==> config.mk <==
export PLATFORM = sky130hd
export DESIGN_NAME = byte_swap_stream_ctrl
export DESIGN_NICKNAME = d
export VERILOG_FILES = /design/src/rtl/byte_swap_stream_ctrl.sv
export SDC_FILE = /design/constraint.sdc
export NUM_CORES = 1
export LEC_CHECK = 0
export BUFFER_PORTS_ARGS = -buffer_cell sky130_fd_sc_hd__buf_4
export CORE_MARGIN = 4
export CORE_UTILIZATION = 40
export DETAILED_ROUTE_END_ITERATION = 10
export PLACE_DENSITY = 0.66
export SYNTH_ARGS = -nofsm -noshare
export SYNTH_HDL_FRONTEND = slang
export SYNTH_SLANG_ARGS = --single-unit
==> constraint.sdc <==
create_clock -name clk_i -period 2.6 [get_ports clk_i]
set_input_delay 0.52 -clock clk_i [delete_from_list [all_inputs] [get_ports clk_i]]
set_output_delay 0.52 -clock clk_i [all_outputs]
set_load 0.05 [all_outputs]
==> src/rtl/byte_swap_stream_ctrl.sv <==
// Byte-swapping stream stage with one output register and per-packet mode latching.
// Mode is sampled on the first beat of each packet and held until the packet's last beat.
module byte_swap_stream_ctrl #(
    parameter int unsigned DATA_WIDTH = 32
) (
    input  logic                  clk_i,
    input  logic                  rst_i,
    input  logic [1:0]            mode_i,
    input  logic [DATA_WIDTH-1:0] s_data_i,
    input  logic                  s_valid_i,
    input  logic                  s_last_i,
    output logic                  s_ready_o,
    output logic [DATA_WIDTH-1:0] m_data_o,
    output logic                  m_valid_o,
    output logic                  m_last_o,
    input  logic                  m_ready_i,
    output logic [1:0]            active_mode_o,
    output logic                  busy_o,
    output logic [15:0]           pkt_cnt_o
);

    localparam int unsigned NumBytes  = DATA_WIDTH / 8;
    localparam int unsigned NumHalves = DATA_WIDTH / 16;

    typedef enum logic [0:0] {StIdle, StInPkt} state_e;

    state_e                state_q, state_d;
    logic [DATA_WIDTH-1:0] data_q;
    logic                  valid_q;
    logic                  last_q;
    logic [1:0]            mode_q;
    logic [15:0]           cnt_q;

    logic                  s_fire;
    logic                  m_fire;
    logic                  first_beat;
    logic [1:0]            req_mode;
    logic [1:0]            use_mode;
    logic [DATA_WIDTH-1:0] rev_data;
    logic [DATA_WIDTH-1:0] half_data;
    logic [DATA_WIDTH-1:0] conv_data;

    // Reset term keeps the input side ready even before the output register has cleared.
    assign s_ready_o = rst_i | ~valid_q | m_ready_i;
    assign s_fire    = s_valid_i & s_ready_o;
    assign m_fire    = valid_q & m_ready_i;

    always_ff @(posedge clk_i) begin
        if (rst_i) begin
            state_q <= StIdle;
        end else begin
            state_q <= state_d;
        end
    end

    always_comb begin
        state_d = state_q;
        unique case (state_q)
            StIdle:  if (s_fire && !s_last_i) state_d = StInPkt;
            StInPkt: if (s_fire && s_last_i)  state_d = StIdle;
            default: state_d = StIdle;
        endcase
    end

    always_comb begin
        busy_o     = (state_q == StInPkt);
        first_beat = s_fire && (state_q == StIdle);
    end

    // A first beat uses the freshly sampled mode, later beats use the latched one.
    always_comb begin
        req_mode  = (mode_i == 2'd3) ? 2'd0 : mode_i;
        use_mode  = (state_q == StIdle) ? req_mode : mode_q;
        rev_data  = '0;
        half_data = '0;
        for (int unsigned k = 0; k < NumBytes; k++) begin
            rev_data[8*k +: 8] = s_data_i[8*(NumBytes-1-k) +: 8];
        end
        for (int unsigned h = 0; h < NumHalves; h++) begin
            half_data[16*h +: 8]     = s_data_i[16*h+8 +: 8];
            half_data[16*h+8 +: 8]   = s_data_i[16*h +: 8];
        end
        case (use_mode)
            2'd1:    conv_data = rev_data;
            2'd2:    conv_data = half_data;
            default: conv_data = s_data_i;
        endcase
    end

    always_ff @(posedge clk_i) begin
        if (rst_i) begin
            valid_q <= 1'b0;
            last_q  <= 1'b0;
            data_q  <= '0;
            mode_q  <= 2'd0;
            cnt_q   <= 16'd0;
        end else begin
            if (s_fire) begin
                valid_q <= 1'b1;
                data_q  <= conv_data;
                last_q  <= s_last_i;
            end else if (m_fire) begin
                valid_q <= 1'b0;
            end
            if (first_beat) begin
                mode_q <= req_mode;
            end
            if (m_fire && last_q) begin
                cnt_q <= cnt_q + 16'd1;
            end
        end
    end

    assign m_data_o      = data_q;
    assign m_valid_o     = valid_q;
    assign m_last_o      = last_q;
    assign active_mode_o = mode_q;
    assign pkt_cnt_o     = cnt_q;

endmodule

==> impl_metrics.tcl <==
set metrics [dict create \
    status "complete, no violations" \
    instances_no_fill 489 \
    overflow 0 \
    viasPerCell 5.31 \
    irDropWorstVdd_mv 0.245 \
    synth-compound-area-share 0.190 \
    cts_tree "yes" \
    wl_um 6810 \
    cts_inserted_buffers 5 \
    hold_buffers 0 \
    io-pin-count 93 \
    layout_min_cycle_time_ns 1.86 \
    synth_top_family_by_area "simple AND/OR/NAND/NOR gates" \
    cts_setup_buffers 0 \
    antenna_found_initial 0 \
    detail-route-antenna-nets 0 \
    worstHoldStart "s_last_i" \
    grt_use_total 0.167 \
    synthMuxAreaShare 0.122 \
    crit_fanout 5 \
    met3_usage 0.0583 \
    yosysUniqueCellTypes 36 \
    synth_flop_cell "dfxtp_1" \
    initial_core_util 0.421 \
    rsz0062_at_grt "false" \
    globalRouteMet1Util 0.212 \
    hold_path_class "in2reg" \
    drt_pre_antenna_iters 4 \
    r2r_start "pkt_cnt_o[0]" \
    period_share 0.717 \
    cp_data_arrival_time_ns 1.34 \
    vias 2597 \
    drive_above_1_share 0.269 \
    place.gp.congestion 0.757 \
    finalSetupViolCount 0 \
    cap_violations 0 \
    core_um2 6460 \
    hpwl_um 4830 \
    synthAdderAreaFrac 0.0138 \
    layout_setup_ws_ns 0.736 \
    syn_inst 333 \
    p_total_mw 1.98 \
    final_cell_mix "95 x buf_4, 53 x dfxtp_1, 46 x nor2_1" \
    busiest_layer "met2" \
    synthesis.nets 375 \
    grt_pass1_wl_um 11500 \
    finalHoldViolations 0 \
    grtUsageMet2 0.263 \
    clock-sinks 53 \
    avgRoutedWirePerCell_um 13.9 \
    total_leakage_power_nw 1.59 \
    path_clk_slew_ns 0.10 \
    fillCellCount 621 \
    synthXorXnorAreaFrac 0.0290 \
    synthArstFlopShare 0 \
    clk_path_buf_depth 2 \
    area_growth_pct 30.2 \
    clk_latency_ns 0.31 \
    required_ns 2.08 \
    ys_warn_count 0 \
    rows 29 \
    skew_ns 0.00971 \
    slew_headroom 0.585 \
    layout.cells.most_common "buf_4" \
    ys_seq_area_frac 0.390 \
    placed_cells 481 \
    cp-end-kind "primary output" \
    startpoint_type "register" \
    crit_type "reg2out" \
    synth_edf_count 0 \
    synthSimpleGateAreaFrac 0.197 \
    synth_area_um2 2720 \
    setup_tns_ns 0 \
    root_buffer "clkbuf_8" \
    pre_cts_ws_ns 0.450 \
    drv_slew 0 \
    synth_area_per_cell_um2 8.16 \
    drc_errors 0 \
    antennaDiodeCount 0 \
    grt_max_degree 65 \
    grt_pass1_vias 2444 \
    die-area_um2 8180 \
    ys_ff_latch 53 \
    finalNetCount 453 \
    crit_start "m_valid_o" \
    cts_resized 0 \
    die_h_um 90.4 \
    fmax_ghz 0.536 \
    power_density_nw_per_um2 561 \
    worst_pin_slew_ns 0.622 \
    die_x_um 90.4 \
    initialDrtViolationCount 100 \
    port_buffers 92 \
    h-tree-depth 2 \
]
per-layer routing:
metal | part of all wire | up-vias
met3 | 0.073 | 9
met5 | 0 | -
li1 | - | 1323
met2 | 0.45 | 74
met1 | 0.46 | 1191
met4 | 0.020 | 0
kinds of logic after synthesis:
logic type / Yosys count
flip-flops: 53
adder cells (fa/ha/maj): 3
AO/OA/AOI/OAI: 83
buffers and inverters: 34
multiplexers: 33
XOR/XNOR: 9
AND/OR/NAND/NOR: 118
worst paths after layout:
kind                   end  slack, ns  depth (start not counted)
min               register       0.48                          3
min reg2reg   pkt_cnt_o[1]       0.50                          2
max              s_ready_o       0.74                          2
max reg2reg  pkt_cnt_o[14]       0.76                          5
critical path, stage by stage, from the launching register on:
cell and delay, ns:
dfxtp_1 0.40, or3b_4 0.43, buf_4 0.21
Yosys cell counts, types with 2 or more instances:
master     n  share of area
dfxtp_1   53           0.39
nor2_1    46          0.064
nand2_1   40          0.055
o21ai_0   37          0.068
a22oi_1   32          0.088
mux2i_1   32           0.12
clkbuf_1  18          0.025
inv_1      9          0.012
a21oi_1    8          0.015
xnor2_1    8          0.026
nand4_1    6          0.014
nand3_1    5         0.0092
nor3_1     5         0.0092
buf_1      3         0.0041
ha_1       3          0.014
nor4_1     3         0.0069
or3_1      3         0.0069
a31o_2     2         0.0064
buf_4      2         0.0055
nand2b_1   2         0.0046
power by group:
group	switching, mW	leakage [nW]	internal (mW)	total (mW)
Clock	0.274	0.0585	0.314	0.588
Sequential	0.0269	0.433	0.853	0.880
Combinational	0.329	1.10	0.187	0.516
Total	0.630	1.59	1.36	1.98
metrics by stage:
| step | cell area [um2] | util | hold WS [ns] |
|---|---|---|---|
| after detailed placement | 3420 | 0.530 | 0.487 |
| final | 3540 | 0.548 | 0.475 |
| after global placement | 3420 | 0.530 | 0.478 |
| after global routing | 3540 | 0.548 | 0.469 |
| after floorplan | 2720 | - | 0.654 |
| after CTS | 3540 | 0.548 | 0.461 |
sequential cells by signal, indices dropped and copies added (netlist names), named ones only:
register and flops:
active_mode_o 2, m_data_o 32, m_last_o 1, m_valid_o 1, pkt_cnt_o 16
layout make-up:
class | instances | area, um2 | area share
inverters | 9 | 33.8 | 0.00954
clock inverters | 1 | 30.0 | 0.00848
flip-flops and latches | 53 | 1060 | 0.300
multi-input cells | 246 | 1500 | 0.423
clock buffers | 7 | 86.3 | 0.0244
repair buffers | 96 | 733 | 0.207
well taps | 77 | 96.3 | 0.0272
No activity file was read; power rests on OpenSTA's default activity.
